==> src/rtl/xbusarb.sv <==
//------------------------------------------------------------------------------
// Module      : xbusarb
// Description : Two-master round-robin arbiter for the shared peripheral data
//               bus, with a burst limit and per-master lock.
// Revision    : 1.0 - initial release
//------------------------------------------------------------------------------
`default_nettype none
`timescale 1ns/1ps

module xbusarb #(
    parameter int ADDR_W    = 32,
    parameter int DATA_W    = 32,
    parameter int MAX_BURST = 8,
    parameter int CNT_W     = 3
) (
    input  logic              clk,
    input  logic              rst,
    input  logic              m0_req,
    input  logic              m0_lock,
    input  logic              m0_we,
    input  logic [ADDR_W-1:0] m0_addr,
    input  logic [DATA_W-1:0] m0_wdata,
    output logic              m0_gnt,
    output logic [DATA_W-1:0] m0_rdata,
    input  logic              m1_req,
    input  logic              m1_lock,
    input  logic              m1_we,
    input  logic [ADDR_W-1:0] m1_addr,
    input  logic [DATA_W-1:0] m1_wdata,
    output logic              m1_gnt,
    output logic [DATA_W-1:0] m1_rdata,
    output logic              bus_sel,
    output logic              bus_we,
    output logic [ADDR_W-1:0] bus_addr,
    output logic [DATA_W-1:0] bus_wdata,
    input  logic [DATA_W-1:0] bus_rdata,
    output logic [1:0]        owner
);

    localparam logic [1:0] c_IDLE = 2'd0;
    localparam logic [1:0] c_OWN0 = 2'd1;
    localparam logic [1:0] c_OWN1 = 2'd2;

    localparam logic [CNT_W-1:0] c_CNT_MAX = CNT_W'(MAX_BURST - 1);

    logic [1:0]       r_state;
    logic             r_last;
    logic [CNT_W-1:0] r_cnt;

    logic [1:0]       w_state_nxt;
    logic             w_last_nxt;
    logic [CNT_W-1:0] w_cnt_nxt;
    logic             w_cnt_run;
    logic             w_xfer0;
    logic             w_xfer1;

    always_comb begin
        w_state_nxt = r_state;
        w_last_nxt  = r_last;
        w_cnt_run   = 1'b0;
        case (r_state)
            c_IDLE: begin
                // On a tie, the master that did not own last wins.
                if (m0_req && m1_req) begin
                    w_state_nxt = r_last ? c_OWN0 : c_OWN1;
                end else if (m0_req) begin
                    w_state_nxt = c_OWN0;
                end else if (m1_req) begin
                    w_state_nxt = c_OWN1;
                end
            end
            c_OWN0: begin
                if (!m0_req) begin
                    w_state_nxt = m1_req ? c_OWN1 : c_IDLE;
                    w_last_nxt  = 1'b0;
                end else if (!m0_lock) begin
                    w_cnt_run = 1'b1;
                    if (m1_req && (r_cnt == c_CNT_MAX)) begin
                        w_state_nxt = c_OWN1;
                        w_last_nxt  = 1'b0;
                    end
                end
            end
            c_OWN1: begin
                if (!m1_req) begin
                    w_state_nxt = m0_req ? c_OWN0 : c_IDLE;
                    w_last_nxt  = 1'b1;
                end else if (!m1_lock) begin
                    w_cnt_run = 1'b1;
                    if (m0_req && (r_cnt == c_CNT_MAX)) begin
                        w_state_nxt = c_OWN0;
                        w_last_nxt  = 1'b1;
                    end
                end
            end
            default: begin
                w_state_nxt = c_IDLE;
            end
        endcase
    end

    // Counter restarts on every ownership change and saturates at the limit.
    always_comb begin
        w_cnt_nxt = r_cnt;
        if (w_state_nxt != r_state) begin
            w_cnt_nxt = '0;
        end else if (w_cnt_run && (r_cnt != c_CNT_MAX)) begin
            w_cnt_nxt = r_cnt + CNT_W'(1);
        end
    end

    always_ff @(posedge clk) begin
        if (rst) begin
            r_state <= c_IDLE;
            r_last  <= 1'b1;
            r_cnt   <= '0;
        end else begin
            r_state <= w_state_nxt;
            r_last  <= w_last_nxt;
            r_cnt   <= w_cnt_nxt;
        end
    end

    assign m0_gnt  = (r_state == c_OWN0);
    assign m1_gnt  = (r_state == c_OWN1);
    assign owner   = {m1_gnt, m0_gnt};
    assign w_xfer0 = m0_gnt & m0_req;
    assign w_xfer1 = m1_gnt & m1_req;

    assign bus_sel   = w_xfer0 | w_xfer1;
    assign bus_we    = w_xfer0 ? m0_we    : (w_xfer1 ? m1_we    : 1'b0);
    assign bus_addr  = w_xfer0 ? m0_addr  : (w_xfer1 ? m1_addr  : '0);
    assign bus_wdata = w_xfer0 ? m0_wdata : (w_xfer1 ? m1_wdata : '0);

    assign m0_rdata = m0_gnt ? bus_rdata : '0;
    assign m1_rdata = m1_gnt ? bus_rdata : '0;

endmodule

`default_nettype wire

==> config.mk <==
export PLATFORM = sky130hd
export DESIGN_NAME = xbusarb
export DESIGN_NICKNAME = d
export VERILOG_FILES = /design/src/rtl/xbusarb.sv
export SDC_FILE = /design/constraint.sdc
export NUM_CORES = 1
export LEC_CHECK = 0
export ABC_AREA = 1
export CAP_MARGIN = 20
export CORE_AREA = 2 2 119 121
export CTS_BUF_LIST = sky130_fd_sc_hd__clkbuf_4
export CTS_CLUSTER_SIZE = 8
export DETAILED_ROUTE_END_ITERATION = 8
export DIE_AREA = 0 0 121 123
export PLACE_DENSITY_LB_ADDON = 0.08
export SLEW_MARGIN = 30
export SYNTH_ARGS = -nofsm -noshare
export SYNTH_HDL_FRONTEND = slang
export SYNTH_SLANG_ARGS = --single-unit
==> constraint.sdc <==
create_clock -name clk -period 1.45 [get_ports clk]
set_input_delay 0.145 -clock clk [delete_from_list [all_inputs] [get_ports clk]]
set_output_delay 0.145 -clock clk [all_outputs]
set_load 0.005 [all_outputs]
==> Word level (Yosys, flattened, before mapping) <==
Index checks and enable logic that the tools add are counted.
{ "word_totals": {"regBits": 6, "in_bits": 168, "out_inout_bits": 134, "wordCells": 57} }
{ "op_classes": {"n_addsub": 1, "n_eq_ne": 9, "muxes": 33, "bitwise": 3, "n_reduce_logical": 8} }
{ "op_table": {"columns": ["op", "count"], "rows": [
  ["32-bit 2-to-1 mux", 6],
  ["2-bit 2-to-1 mux", 11],
  ["1-bit 2-to-1 mux", 13],
  ["3-bit != test, second input constant", 3],
  ["3-bit by 2-bit != test with 1-bit output, second input constant", 2],
  ["2-bit case mux with 3 select lines", 1],
  ["5-bit AND reduction", 1],
  ["1-bit logical AND", 4],
  ["1-bit case mux with 2 select lines", 2],
  ["3-bit by 1-bit adder with 3-bit output, second input constant", 1],
  ["3-bit equality test, second input constant", 1],
  ["1-bit bitwise AND", 2],
  ["2-bit by 1-bit equality test with 1-bit output, second input constant", 1],
  ["2-bit equality test, second input constant", 1],
  ["2-bit logical NOT", 1],
  ["2-bit != test", 1],
  ["2-bit nonzero test", 1],
  ["2-bit OR reduction", 1],
  ["1-bit OR", 1]
]} }

==> Longest topological paths before layout <==
{ "logic_depth": {"ltp_word": 8, "ltp_mapped": 11} }

==> Worst setup path before layout <==
No wires, ideal clock.
{ "synth_timing": {"path_kind": "register to output", "from": "register r_state[1]", "to": "output bus_addr[23]", "t_arrival_ns": 1.472, "t_required_ns": 1.305, "slack_ns": -0.167, "stages_incl_launch_ff": 9, "n_path_buf": 3, "cell_sequence": "dfxtp_1 inv_1 ha_1 buf_2 nand2_2 buf_2 buf_2 nand3_1 nand2_1"} }
{ "synth_rtl": {"columns": ["element", "line", "text"], "rows": [
  ["start: declaration", "46", "logic [1:0] r_state;"],
  ["start signal: assignment", "114", "r_state <= c_IDLE;"],
  ["start signal: assignment", "118", "r_state <= w_state_nxt;"],
  ["2-bit by 1-bit equality test with 1-bit output", "124", "assign m0_gnt = (r_state == c_OWN0);"],
  ["via m0_gnt", "23", "output logic m0_gnt,"],
  ["1-bit bitwise AND", "127", "assign w_xfer0 = m0_gnt & m0_req;"],
  ["32-bit 2-to-1 mux", "132", "assign bus_addr = w_xfer0 ? m0_addr : (w_xfer1 ? m1_addr : '0);"],
  ["end: declaration", "34", "output logic [ADDR_W-1:0] bus_addr,"]
]} }
The timed path passes the listed nets, and every way through them passes these cells.

==> Final worst setup path <==
{ "layout_timing": {"from": "register r_state[1]", "to": "register r_cnt[0]"} }
{ "layout_via": {"elab_chain_cells": 6} }
{ "layout_lines": {"columns": ["element", "line", "text"], "rows": [
  ["2-bit 2-to-1 mux, on equally long branches", "90, 68, 78", null],
  ["2-bit 2-to-1 mux, on equally long branches", "88, 66, 76", null],
  ["2-bit 2-to-1 mux, on equally long branches", "85, 64, 73", null],
  ["2-bit case mux with 3 select lines", "61", "case (r_state)"],
  ["2-bit != test", "105", "if (w_state_nxt != r_state) begin"],
  ["2-bit OR reduction (no source line)", null, null],
  ["end signal: assignment", "120", "r_cnt <= w_cnt_nxt;"],
  ["end: declaration", "48", "logic [CNT_W-1:0] r_cnt;"]
]} }
Several ways; a longest one is shown, not always the timed one.
A chain may end at the register's enable or synchronous reset.

==> tab_implementation.tex <==
\begin{tabular}{lr}
\hline
Metric & Value \\
\hline
\multicolumn{2}{l}{\textbf{CTS}} \\
Clock tree from TritonCTS & done \\
Clock tree sinks & 6 \\
Number of H-tree levels & 1 \\
Clock root cell & sky130\_fd\_sc\_hd\_\_clkbuf\_4 \\
Register clock-pin slew on the reported worst setup and hold paths & 0.04 ns \\
Number of clock buffers inserted by TritonCTS & 3 \\
Clock Latency Late Sink & 0.24 ns \\
Max Buffers Root-to-Sink & 2 \\
\multicolumn{2}{l}{\textbf{Drt}} \\
Total detailed-routing wirelength & 16400 um \\
Number of detailed-route iterations in the first pass & 6 \\
Average vias per placed instance & 4.19 \\
Number of nets with antenna violations after routing & 0 \\
Count of vias placed by the detailed router & 4146 \\
Detailed Route Iter0 Violations & 77 \\
Post-route DRC & 0 \\
Final routed wire length divided by cell count & 16.5 um \\
\multicolumn{2}{l}{\textbf{Critical path}} \\
Crit path cell chain & inv\_4 > ha\_4 > buf\_12 > clkbuf\_16 > buf\_6 > inv\_2 > nor2\_1 > nand2\_1 > nand3\_2 > nand2\_2 > nand2\_2 > nand3\_4 > nor3\_2 \\
CP Class & register to register \\
Launching point of the worst reg2reg path & r\_state[1]\$\_SDFF\_PP0\_ \\
Stage delay of the slowest cell on the critical path & around 0.36 ns \\
Required time of the critical path & around 1.6 ns \\
Logic depth of the worst register-to-register path & 13 \\
Flop-to-flop setup slack & -0.29 ns \\
Kind of capture point of the worst setup path & register \\
Maximum fanout along the worst path & 6 \\
Critical path startpoint category & register \\
Slowest cell on the critical path & sky130\_fd\_sc\_hd\_\_dfxtp\_4 \\
Most Frequent Cell on Critical Path & sky130\_fd\_sc\_hd\_\_nand2\_2 \\
Data arrival time of the critical path & 1.90 ns \\
Crit Reg-Reg Endpoint & r\_cnt[0]\$\_SDFFE\_PP0P\_ \\
\multicolumn{2}{l}{\textbf{Yosys}} \\
Cell Area, Synth & slightly below 2000 um2 \\
Mean instance size in the synthesized netlist & 4.46 um2 \\
Synthesized-area fraction occupied by ao, oa, aoi and oai cells & 0.0115 \\
Total of warnings raised by yosys & 0 \\
Area fraction in and, or, nand and nor cells after synthesis & 0.659 \\
Proportion of synthesized area in mux cells & 0 \\
Net count after synthesis & 611 \\
Gate count after technology mapping & 437 \\
Sequential element share of the synthesized area & 0.0616 \\
Cell variety after synth & 18 \\
Post-Synth XOR/XNOR Area & 0 \\
Largest family of logic cells by synthesized area & simple AND/OR/NAND/NOR gates \\
Synthesized flop and latch total & 6 \\
Adder-cell area share of the yosys netlist & 0.0385 \\
\multicolumn{2}{l}{\textbf{Power}} \\
Max VDD drop & 0.000529 V \\
Combinational cell fraction of total power & 0.909 \\
Clock share of power & 0.036 \\
Leakage power of the design & approximately 4.2 nW \\
Net switching component of the power & between 0.0015 and 0.002 W \\
Power density normalized to cell area & 585 nW/um2 \\
Power after layout & 0.00399 W \\
Portion of total power attributed to sequential cells & 0.055 \\
Cell internal pwr & $\sim$0.0024 W \\
Sw Share & 0.406 \\
\multicolumn{2}{l}{\textbf{Worst hold path}} \\
Launch instance of the worst min-delay path & r\_last\$\_SDFFE\_PP1P\_ \\
Type of the tightest min-delay check & register to register \\
Hold-critical path depth & 2 \\
Worst-case hold path end point & r\_last\$\_SDFFE\_PP1P\_ \\
\multicolumn{2}{l}{\textbf{Floorplan}} \\
Effective utilization at floorplan & 0.143 \\
Floorplan die area & 14900 um2 \\
Total core area & 13600 um2 \\
IO Pins & about 300 \\
\# rows & 43 \\
Die span in y & 123 um \\
Die width & 121 um \\
\multicolumn{2}{l}{\textbf{Timing}} \\
Count of endpoints failing hold in the final timing report & 0 \\
Period utilisation layout & 1.20 \\
Tightest Pin Transition & 0.252 ns \\
RSZ-0062 raised after global routing & yes \\
Minimum period implied by the final worst setup slack & 1.74 ns \\
Fmax achieved & 574 MHz \\
Final number of max-transition violations & 0 \\
Final Worst Setup Slack & -0.292 ns \\
Relative slew slack & 0.831 \\
Final count of negative-setup-slack endpoints & approximately 130 \\
Post-route clock skew & 0.00336 ns \\
\multicolumn{2}{l}{\textbf{GRT}} \\
Final global-route overflow total & 0 \\
Maximum number of pins on one net before global-route repair & 36 \\
Number of antenna violations at the first check in global routing & 1 \\
Global-route usage over all layers & 0.171 \\
Vias in the first global route & 3659 \\
First-pass GRT wire length & about 20000 um \\
\multicolumn{2}{l}{\textbf{Status}} \\
Violations in the final reports & setup timing \\
Status & finished, violations left \\
\multicolumn{2}{l}{\textbf{Layout}} \\
Multi-input gate area in the final layout & around 2000 um2 \\
Share of post-route cells with drive strength above 1 & 0.459 \\
Area of all sequential standard cells & 128 um2 \\
Layout overhead on the synthesized area & 250\% \\
Post-Route Utilization & 0.501 \\
Number of filler cells placed in the layout & 1349 \\
Number of nets at the end of the flow & a little under 1000 \\
Number of antenna diodes & 0 \\
Finished Layout Cells & 990 \\
\multicolumn{2}{l}{\textbf{Placed design}} \\
GP Congestion & 0.808 \\
Port bufs & 301 \\
HPWL after detailed placement & 10200 um \\
Cell total after placement & 910 \\
\multicolumn{2}{l}{\textbf{Flow run}} \\
MaxCap Viol Count & 0 \\
\hline
\end{tabular}
==> per-layer routing <==
metal  vias up  track usage  wire length (um)
met5         -            0                13
met3        12       0.0318              1170
met4         2       0.0276               178
li1       2056            -                 -
met1      1897        0.200              6280
met2       179        0.327              8700
==> cell usage after synthesis <==
library cell	number	area share
sky130_fd_sc_hd__nand2_1	218	0.42
sky130_fd_sc_hd__inv_1	78	0.15
sky130_fd_sc_hd__nand3_1	77	0.20
sky130_fd_sc_hd__buf_2	19	0.049
sky130_fd_sc_hd__clkbuf_1	8	0.015
sky130_fd_sc_hd__nor2_1	8	0.015
sky130_fd_sc_hd__dfxtp_1	6	0.062
sky130_fd_sc_hd__ha_1	6	0.038
sky130_fd_sc_hd__nand2_2	3	0.0096
sky130_fd_sc_hd__nor3_1	3	0.0077
sky130_fd_sc_hd__buf_1	2	0.0039
sky130_fd_sc_hd__buf_4	2	0.0077
sky130_fd_sc_hd__inv_2	2	0.0039
sky130_fd_sc_hd__a21oi_1	1	0.0026
sky130_fd_sc_hd__nand3_2	1	0.0051
sky130_fd_sc_hd__nand3b_1	1	0.0039
sky130_fd_sc_hd__o21ai_0	1	0.0026
sky130_fd_sc_hd__o22ai_2	1	0.0064
==> worst max-delay path by stage <==
stage | start | end | slack [ns] | cells after the start
floorplan | r_state[0]$_SDFF_PP0_ | bus_addr[12] | 0.002 | 9
global placement | m1_req | bus_wdata[25] | -0.55 | 7
detailed placement | m1_req | bus_wdata[25] | -0.56 | 7
CTS | r_state[0]$_SDFF_PP0_ | bus_addr[10] | -0.58 | 8
global route | r_state[1]$_SDFF_PP0_ | r_cnt[1]$_SDFFE_PP0P_ | -0.40 | 13
finish | r_state[1]$_SDFF_PP0_ | r_cnt[0]$_SDFFE_PP0P_ | -0.29 | 13
==> power groups by stage <==
stage          Sequential, W  Combinational, W  Clock (W)
2_1_floorplan       0.000209          0.000836          0
3_3_place_gp        0.000207           0.00238          0
3_5_place_dp        0.000207           0.00239          0
4_1_cts             0.000207           0.00269   0.000153
5_1_grt             0.000221           0.00387   0.000172
6_report            0.000217           0.00362   0.000145
==> flip-flops by register name, indices dropped and copies added, names as in the netlist <==
register  flops
r_last        1
r_state       2
r_cnt         3
==> layout make-up <==
| type | instances | share of cell area |
|---|---|---|
| clock buffer | 3 | 0.00330 |
| sequential | 6 | 0.0187 |
| multi-input combinational | 320 | 0.291 |
| tap | 180 | 0.0330 |
| inverter | 80 | 0.0477 |
| timing repair buffer | 401 | 0.606 |
==> critical path, delay by kind of cell (launching register included) <==
kind                       cells  cell delay (ns)
and+or+nand+nor                7             0.68
adders and majority gates      1             0.17
buffers and inverters          5             0.44
DFF                            1             0.36
==> timing repair <==
item,4_1_cts,5_1_grt
hold buffers,0,0
pin swaps,6,52
setup endpoints to repair,139,140
gates resized for setup,239,427
setup buffers,16,45
cloned,7,16
==> stage by stage <==
| stage | setup WS, ns | setup TNS (ns) | area [um2] | hold WS [ns] |
|---|---|---|---|---|
| 4_1_cts | -0.575 | -50.25 | 5660 | 0.489 |
| 3_3_place_gp | -0.549 | -49.36 | 5300 | 0.471 |
| 2_1_floorplan | 0.00182 | 0 | 2010 | 0.209 |
| 5_1_grt | -0.397 | -32.31 | 6820 | 0.529 |
| 6_report | -0.292 | -22.40 | 6820 | 0.491 |
| 3_5_place_dp | -0.558 | -50.72 | 5300 | 0.471 |
==> cells in the final DEF (no fill, tap or decap), types with 31 or more instances in the layout <==
master / instances
sky130_fd_sc_hd__clkbuf_2: 36
sky130_fd_sc_hd__buf_6: 51
sky130_fd_sc_hd__clkdlybuf4s50_1: 167
sky130_fd_sc_hd__buf_2: 48
sky130_fd_sc_hd__nand2_4: 31
sky130_fd_sc_hd__nand2_2: 52
sky130_fd_sc_hd__nand3_2: 35
sky130_fd_sc_hd__nand3_1: 42
sky130_fd_sc_hd__nand2_1: 137
sky130_fd_sc_hd__inv_1: 46
==> cells by family after synthesis <==
kind of cell               count (synthesis)
AOI/OAI and AO/OA                          3
adders and majority gates                  6
buffers and inverters                    111
DFF                                        6
and+or+nand+nor                          311
Note: power is estimated with default switching activity, not from simulation.
